## config.mk

```make
export PLATFORM = sky130hd
export DESIGN_NAME = arm_ctrl_fsm
export DESIGN_NICKNAME = d
export VERILOG_FILES = /design/src/rtl/arm_pkg.sv /design/src/rtl/edge_detect.sv /design/src/rtl/arm_ctrl_fsm.sv
export SDC_FILE = /design/constraint.sdc
export NUM_CORES = 1
export LEC_CHECK = 0
export BUFFER_PORTS_ARGS = -buffer_cell sky130_fd_sc_hd__buf_2
export CORE_MARGIN = 4
export CORE_UTILIZATION = 43
export DETAILED_ROUTE_END_ITERATION = 10
export PLACE_DENSITY = 0.87
export SKIP_LAST_GASP = 1
export SYNTH_ARGS = -nofsm -noshare
export SYNTH_HDL_FRONTEND = slang
export SYNTH_SLANG_ARGS = --single-unit
```

## constraint.sdc

```tcl
create_clock -name clk -period 2.25 [get_ports clk]
set_clock_uncertainty 0.2 [all_clocks]
set_input_delay 0.3375 -clock clk [delete_from_list [all_inputs] [get_ports clk]]
set_output_delay 0.3375 -clock clk [all_outputs]
set_load 0.01 [all_outputs]
```

## src/rtl/arm_pkg.sv

```systemverilog
// arm_pkg: shared state encodings, opcodes and opcode-class helpers for the ARM control FSM
package arm_pkg;
  typedef enum logic [2:0] {
    S_IDLE   = 3'd0,
    S_FETCH  = 3'd1,
    S_DECODE = 3'd2,
    S_EXEC   = 3'd3,
    S_WB     = 3'd4,
    S_UNDEF  = 3'd5
  } state_t;
  localparam logic [3:0] OP_AND = 4'h0, OP_EOR = 4'h1, OP_SUB = 4'h2, OP_RSB = 4'h3;
  localparam logic [3:0] OP_ADD = 4'h4, OP_ADC = 4'h5, OP_SBC = 4'h6, OP_RSC = 4'h7;
  localparam logic [3:0] OP_TST = 4'h8, OP_TEQ = 4'h9, OP_CMP = 4'hA, OP_CMN = 4'hB;
  localparam logic [3:0] OP_ORR = 4'hC, OP_MOV = 4'hD, OP_BIC = 4'hE, OP_MVN = 4'hF;
  function automatic logic is_test(input logic [3:0] op);
    return op inside {OP_TST, OP_TEQ, OP_CMP, OP_CMN};
  endfunction
  function automatic logic is_logical(input logic [3:0] op);
    return op inside {OP_AND, OP_EOR, OP_TST, OP_TEQ, OP_ORR, OP_MOV, OP_BIC, OP_MVN};
  endfunction
  function automatic logic is_arith(input logic [3:0] op);
    return op inside {OP_SUB, OP_RSB, OP_ADD, OP_ADC, OP_SBC, OP_RSC, OP_CMP, OP_CMN};
  endfunction
endpackage

```

## src/rtl/edge_detect.sv

```systemverilog
// edge_detect: synchronises the step switch and emits a one-cycle rising-edge pulse
module edge_detect (
  input  logic clk,
  input  logic rst_n,
  input  logic sig_i,
  output logic pulse_o
);
  logic [2:0] sync_q;
  // Reset to all-ones so a switch held high through reset is seen as already high.
  always_ff @(posedge clk or negedge rst_n) begin
    if (!rst_n) sync_q <= '1;
    else sync_q <= {sync_q[1:0], sig_i};
  end
  assign pulse_o = sync_q[1] & ~sync_q[2];
endmodule

```

## src/rtl/arm_ctrl_fsm.sv

```systemverilog
// arm_ctrl_fsm: multi-cycle control unit for ARM data-processing instructions, owns NZCV
module arm_ctrl_fsm
  import arm_pkg::*;
#(
  parameter logic [3:0] NZCV_RST = 4'b0000,
  parameter int         CNT_W    = 8
) (
  input  logic             clk,
  input  logic             rst_n,
  input  logic             step,
  input  logic             run,
  input  logic [27:0]      ir,
  input  logic             flag,
  input  logic [3:0]       alu_nzcv,
  input  logic             shift_c,
  output logic             write_ir,
  output logic             write_pc,
  output logic [3:0]       nzcv,
  output logic [3:0]       alu_op,
  output logic             imm_sel,
  output logic [3:0]       rn_addr,
  output logic [3:0]       rd_addr,
  output logic [3:0]       rm_addr,
  output logic             write_res,
  output logic             write_reg,
  output logic             undef,
  output logic [2:0]       state,
  output logic [CNT_W-1:0] retired_cnt,
  output logic [CNT_W-1:0] skipped_cnt
);
  state_t state_q, state_d;
  logic [3:0] nzcv_q, nzcv_d;
  logic undef_q, undef_d;
  logic [CNT_W-1:0] ret_q, ret_d, skp_q, skp_d;
  logic step_p, busy_dp;
  logic [3:0] op;
  logic unused_ir;
  assign op = ir[24:21];
  assign unused_ir = ^ir[11:4];
  edge_detect u_step (.clk(clk), .rst_n(rst_n), .sig_i(step), .pulse_o(step_p));
  always_ff @(posedge clk or negedge rst_n) begin
    if (!rst_n) begin
      state_q <= S_IDLE;
      nzcv_q  <= NZCV_RST;
      undef_q <= 1'b0;
      ret_q   <= '0;
      skp_q   <= '0;
    end else begin
      state_q <= state_d;
      nzcv_q  <= nzcv_d;
      undef_q <= undef_d;
      ret_q   <= ret_d;
      skp_q   <= skp_d;
    end
  end
  always_comb begin
    state_d = state_q;
    nzcv_d  = nzcv_q;
    undef_d = undef_q;
    ret_d   = ret_q;
    skp_d   = skp_q;
    case (state_q)
      S_IDLE:   state_d = (step_p || run) ? S_FETCH : S_IDLE;
      S_FETCH:  state_d = S_DECODE;
      S_DECODE: begin
        if (!flag) begin
          skp_d   = skp_q + CNT_W'(1);
          state_d = S_IDLE;
        end else if (ir[27:26] != 2'b00 || (is_test(op) && !ir[20])) begin
          state_d = S_UNDEF;
        end else begin
          undef_d = 1'b0;
          state_d = S_EXEC;
        end
      end
      S_EXEC:   state_d = S_WB;
      S_WB: begin
        // Logical ops take C from the shifter and keep V.
        if (ir[20]) nzcv_d = is_arith(op) ? alu_nzcv :
                             is_logical(op) ? {alu_nzcv[3:2], shift_c, nzcv_q[0]} : nzcv_q;
        ret_d   = ret_q + CNT_W'(1);
        state_d = run ? S_FETCH : S_IDLE;
      end
      S_UNDEF: begin
        undef_d = 1'b1;
        skp_d   = skp_q + CNT_W'(1);
        state_d = S_IDLE;
      end
      default:  state_d = S_IDLE;
    endcase
  end
  assign busy_dp     = (state_q == S_EXEC) || (state_q == S_WB);
  assign write_ir    = state_q == S_FETCH;
  assign write_pc    = state_q == S_FETCH;
  assign write_res   = state_q == S_EXEC;
  assign write_reg   = (state_q == S_WB) && !is_test(op);
  assign alu_op      = busy_dp ? op : 4'h0;
  assign imm_sel     = busy_dp & ir[25];
  assign rn_addr     = ir[19:16];
  assign rd_addr     = ir[15:12];
  assign rm_addr     = ir[3:0];
  assign nzcv        = nzcv_q;
  assign undef       = undef_q;
  assign state       = state_q;
  assign retired_cnt = ret_q;
  assign skipped_cnt = skp_q;
endmodule

```

==> impl_metrics.tcl, run 1 <==
set metrics [dict create \
    status "completed" \
    final_layout_size_suffix_gt1_share_pct 43.9 \
    cts_num_sinks 27 \
    numCtsBuffers 3 \
    leakagePower_nw 0.855 \
    min_to "nzcv[0]$_DFFE_PN0P_" \
    reg2reg_slack_ns 0.45 \
    finalHoldViolations 0 \
    timing.final.ws_setup_ns 0.0708 \
    syn-mean-instance-area_sq_um 11.1 \
    fill_cells 302 \
    drtPass1Iterations 4 \
    wl_microns 2850 \
    wl_per_cell_microns 13.3 \
    synth_top_area_share_pct 43.0 \
    placeableCoreArea_sq_um 3080 \
    path_clk_slew_ns 0.16 \
    htreeDepth 1 \
    worst_r2r_path_depth 4 \
    p_per_area_nw_per_um2 1010 \
    drt_first_iter_violations 42 \
    gp_congestion 0.780 \
    io_pins 83 \
    ir_drop_uv 659 \
    viasPerCell 4.93 \
    wl_met2_microns 1410 \
    switching_share_pct 38.3 \
    yosysTopAreaCell "dfrtp_1" \
    cap_violations 0 \
    grt_setup_unrepaired "false" \
    hp-class "in -> reg" \
    wl_met1_microns 1180 \
    grt_overflow_total 0 \
    p_int_w 0.00104 \
    synth-warning-count 0 \
    antenna_found_initial 0 \
    grt_max_degree 28 \
    synth_edf_count 0 \
    routed.top_layer "met4" \
    grt_pass1_wl_microns 4660 \
    synthFlopType "dfrtp_1" \
    seqPwrFrac_pct 44.3 \
    cp-end-kind "output port" \
    seq_area_sq_um 682 \
    n_antenna_cell 0 \
    clockPowerShare_pct 12.9 \
    numPortBuffers 50 \
    p_switching_w 0.000649 \
    slew_violations 0 \
    max_freq_ghz 0.459 \
    min-delay-start "alu_nzcv[0]" \
    fin_util_pct 54.7 \
    whs_path_depth 2 \
    multiInputGateArea_sq_um 594 \
    syn_inst 126 \
    die_w_microns 65.0 \
    finalSetupViolCount 0 \
    critPathKind "reg -> out" \
    mostFrequentLayoutCell "buf_2" \
    hpwl_microns 2200 \
    area_delta_synth_final_pct 20.5 \
    synthesis.area_sq_um 1400 \
    ys_ff_latch 27 \
    final_cell_mix "buf_2, dfrtp_1, xnor2_1, nand2_1, and2_1" \
    clk_latency_ns 0.34 \
    drc 0 \
    timing.slew.headroom_pct 61.0 \
    finalCritPeriodShare_pct 96.9 \
    vias 1061 \
    cts_root_buf "clkbuf_4" \
    fin_nets 212 \
    power.total_w 0.00169 \
    reg2reg_from "state[2]$_DFF_PN0_" \
    worstPathRequired_ns 1.71 \
    place_ws_ns 0.283 \
    design_area_sq_um 1680 \
    reg2reg_to "skipped_cnt[1]$_DFFE_PN0P_" \
    synthArstFlopShare_pct 100 \
    dpl_cell_area_sq_um 1610 \
    period_needed_ns 2.18 \
    critical_path_arrival_ns 1.64 \
    dr_wl_met3_microns 243 \
    track_usage_pct 14.1 \
    cts_buffer_depth 2 \
    worst_pin_slew_ns 0.584 \
    synth.area.top_cells "dfrtp_1, buf_4, xnor2_1" \
    cp_max_fo 6 \
    synth.distinct_cells 37 \
    die_h_microns 65.0 \
    cp-start-kind "flop" \
    yosysSeqAreaShare_pct 48.6 \
    cts_tree "yes" \
    synth_nets 166 \
    grt_pass1_vias 1029 \
    fin_tns_setup_ns 0 \
    ant_nets 0 \
    p_comb_share_pct 42.7 \
    dieArea_sq_um 4230 \
    rows 20 \
    start_util_pct 45.4 \
]
-- worst max-delay path, cell delays in order (launching register included) --
cell and delay, ns:
dfrtp_2 0.46, or3b_1 0.42, buf_4 0.19, a21oi_1 0.11, buf_2 0.14
-- power by group through the flow --
| stage | sequential (W) | clock [W] | combinational (W) |
|---|---|---|---|
| 2_1_floorplan | 0.000807 | 0 | 0.000385 |
| 3_3_place_gp | 0.000773 | 0 | 0.000646 |
| 3_5_place_dp | 0.000783 | 0 | 0.000669 |
| 4_1_cts | 0.000778 | 0.000229 | 0.000681 |
| 5_1_grt | 0.000778 | 0.000247 | 0.000800 |
| 6_report | 0.000751 | 0.000219 | 0.000724 |
-- how the worst max path moves through the flow --
stage | start | end | slack, ns
2_1_floorplan | state[1]$_DFF_PN0_ | alu_op[0] | 0.31
3_3_place_gp | state[0]$_DFF_PN0_ | alu_op[2] | 0.30
3_5_place_dp | state[0]$_DFF_PN0_ | alu_op[0] | 0.28
4_1_cts | state[0]$_DFF_PN0_ | write_reg | 0.007
5_1_grt | state[2]$_DFF_PN0_ | write_reg | 0.009
6_report | state[0]$_DFF_PN0_ | write_reg | 0.07
-- state kept, by name, summed over array words and instances (netlist names) --
| name | cells |
|---|---|
| retired_cnt | 8 |
| nzcv | 4 |
| u_step.sync_q | 3 |
| undef | 1 |
| state | 3 |
| skipped_cnt | 8 |
-- per-stage QoR --
stage / std cells / hold slack (ns)
after global routing: 215 / 0.00645
after global placement: 206 / 0.146
after CTS: 212 / 0.00864
after detailed placement: 206 / 0.147
final: 215 / 0.0179
after floorplan: 126 / -0.158
-- routing by layer --
layer / track usage, % / vias to the layer above
met3: 5.37 / 4
li1: - / 517
met2: 24.9 / 38
met1: 16.2 / 502
met5: 0 / -
met4: 3.11 / 0
-- logic make-up after synthesis --
family / synth area share [%]
XOR/XNOR: 8.77
flip-flops: 48.6
buffers and inverters: 9.13
multiplexers: 3.22
AND/OR/NAND/NOR: 20.3
AO/OA/AOI/OAI: 8.15
adder cells (fa/ha/maj): 1.79
-- cells in the mapped netlist, types with 3 or more instances --
master,n
dfstp_2,3
nor2_1,5
xor2_1,3
nand2_1,9
o21ai_0,4
and2_1,7
buf_4,14
nand2b_1,3
dfrtp_1,24
a21oi_1,6
xnor2_1,11
mux2_2,4
-- cell type report --
class / count / area share, %
multi-input cells: 80 / 35.3
clock buffers: 3 / 1.34
flip-flops and latches: 27 / 40.5
repair buffers: 58 / 18.7
clock inverters: 1 / 0.446
inverters: 2 / 0.446
well taps: 44 / 3.27
-- timing repair --
| action | CTS | global route |
|---|---|---|
| endpoints found under the setup margin | 6 | 4 |
| hold buffers | 2 | 0 |
| hold endpoints to repair | 25 | 0 |
| setup buffers | 0 | 3 |
| resized for setup | 4 | 0 |
Note: power is estimated with default switching activity, not from simulation.
==> inputs of run 2 (changes only) <==
CAP_MARGIN = 40   (was default)
SETUP_SLACK_MARGIN = 0.5   (was default)
==> run 2 against run 1 <==
  * Combinational power increased by 44%
  * Wire length is 4.4% higher
  * Non-clock buffer count up 7
  * Register-to-register slack worse by 0.06 ns
  * Worst hold slack better by 0.025 ns
  * Total power is 17% higher
  * Cell area grew 14%
  * Setup slack improved by 0.13 ns
  * Sequential power is 2% lower
  * Critical path type unchanged
  * Critical endpoint is now alu_op[2]
  * Highest routed layer unchanged
==> impl_metrics.tcl, run 2 (same netlist as run 1, synthesis figures left out) <==
set metrics [dict create \
    status "completed" \
    timing.slew.headroom_pct 61.0 \
    design_area_sq_um 1910 \
    cp_num_buf_inv 1 \
    reg2reg_from "state[1]$_DFF_PN0_" \
    cts_root_buf "clkbuf_4" \
    p_switching_w 0.000732 \
    p_int_w 0.00125 \
    antenna_found_initial 0 \
    numPortBuffers 50 \
    worst_r2r_path_depth 6 \
    placeableCoreArea_sq_um 3080 \
    crit_path_cell_trace "or3b_4 > o21ai_4 > and2_4 > buf_6" \
    path_clk_slew_ns 0.14 \
    cp_slowest_cell "or3b_4" \
    worst_pin_slew_ns 0.585 \
    grt_max_degree 28 \
    cp-end-kind "output port" \
    die_w_microns 65.0 \
    rows 20 \
    cts_num_sinks 27 \
    viasPerCell 4.99 \
    critPathKind "reg -> out" \
    power.total_w 0.00198 \
    critical_path_arrival_ns 1.52 \
    hpwl_microns 2150 \
    wl_microns 2970 \
    fin_tns_setup_ns 0 \
    grt_overflow_total 0 \
    start_util_pct 45.4 \
    clk_latency_ns 0.31 \
    grt_pass1_wl_microns 4880 \
    period_needed_ns 2.05 \
    worstPathRequired_ns 1.71 \
    switching_share_pct 36.9 \
    final_cell_mix "buf_2, dfrtp_1, buf_6, xnor2_1, nand2_1" \
    area_delta_synth_final_pct 36.9 \
    mostFrequentLayoutCell "buf_2" \
    grt_pass1_vias 1096 \
    fin_nets 219 \
    n_antenna_cell 0 \
    slew_violations 0 \
    drtPass1Iterations 2 \
    clockPowerShare_pct 10.4 \
    crit_family "simple AND/OR/NAND/NOR gates" \
    wl_per_cell_microns 13.4 \
    drc 0 \
    leakagePower_nw 0.937 \
    drt_first_iter_violations 37 \
    cp_max_fo 5 \
    finalCritPeriodShare_pct 91.3 \
    dpl_cell_area_sq_um 1640 \
    track_usage_pct 14.2 \
    max_freq_ghz 0.487 \
    dieArea_sq_um 4230 \
    p_per_area_nw_per_um2 1040 \
    grt_setup_unrepaired "true" \
    die_h_microns 65.0 \
    seqPwrFrac_pct 37.2 \
    worst-path-stages 4 \
    reg2reg_slack_ns 0.39 \
    cts_buffer_depth 2 \
    cts_tree "yes" \
    finalSetupViolCount 0 \
    htreeDepth 1 \
    ant_nets 0 \
    finalHoldViolations 0 \
    p_comb_share_pct 52.5 \
    cap_violations 0 \
    reg2reg_to "nzcv[2]$_DFFE_PN0P_" \
    max_stage_delay_ns 0.43 \
    final_layout_size_suffix_gt1_share_pct 54.5 \
    crit_start "state[1]$_DFF_PN0_" \
    hp-class "in -> reg" \
    vias 1108 \
    ir_drop_uv 676 \
    io_pins 83 \
    gp_congestion 0.753 \
    crit_path_end "alu_op[2]" \
    cp-start-kind "flop" \
    numCtsBuffers 3 \
]
run 2: worst min-delay path by stage:
| stage | startpoint | endpoint | cells past startpoint | slack (ns) |
|---|---|---|---|---|
| after floorplan | rst_n | nzcv[0]$_DFFE_PN0P_ | 0 | -0.16 |
| after global placement | u_step.sync_q[0]$_DFF_PN1_ | u_step.sync_q[1]$_DFF_PN1_ | 0 | 0.15 |
| after detailed placement | u_step.sync_q[0]$_DFF_PN1_ | u_step.sync_q[1]$_DFF_PN1_ | 0 | 0.15 |
| after CTS | alu_nzcv[2] | nzcv[2]$_DFFE_PN0P_ | 2 | 0.03 |
| after global routing | alu_nzcv[2] | nzcv[2]$_DFFE_PN0P_ | 2 | 0.03 |
| final | alu_nzcv[0] | nzcv[0]$_DFFE_PN0P_ | 2 | 0.04 |
run 2: cell type report:
type,instances,area (sq um)
Clock buffer,4,26.3
Fill cell,263,1160
Inverter,2,7.51
Multi-Input combinational cell,80,691
Sequential cell,27,679
Tap cell,44,55.1
Timing Repair Buffer,65,454
run 2: power groups by stage:
stage / Combinational [W] / Sequential [W] / Clock (W)
floorplan: 0.000436 / 0.000808 / 0
global placement: 0.000744 / 0.000731 / 0
detailed placement: 0.000763 / 0.000738 / 0
CTS: 0.000943 / 0.000732 / 0.000216
global route: 0.00113 / 0.000757 / 0.000238
finish: 0.00104 / 0.000737 / 0.000205
run 2: metal layers:
metal / track usage [%] / wire length [microns] / vias to the layer above
li1: - / - / 528
met3: 4.33 / 279 / 2
met2: 25.0 / 1460 / 39
met5: 0 / 0 / -
met4: 2.07 / 9 / 0
met1: 17.3 / 1220 / 539
run 2: metrics by stage:
stage	cells	utilization, %	setup slack, ns	hold WS [ns]
after floorplan	126	-	0.430	-0.158
after global placement	207	53.2	0.365	0.146
after detailed placement	207	53.2	0.353	0.150
after CTS	219	58.8	0.181	0.0317
after global routing	222	62.2	0.123	0.0301
final	222	62.2	0.196	0.0433
run 2: what timing repair did:
item / CTS / global route
endpoints found under the hold margin: 25 / 0
pin swaps: 9 / 21
gates cloned: 0 / 0
gates resized for setup: 17 / 21
hold buffers: 2 / 0
endpoints found under the setup margin: 9 / 29
buffers inserted: 6 / 3
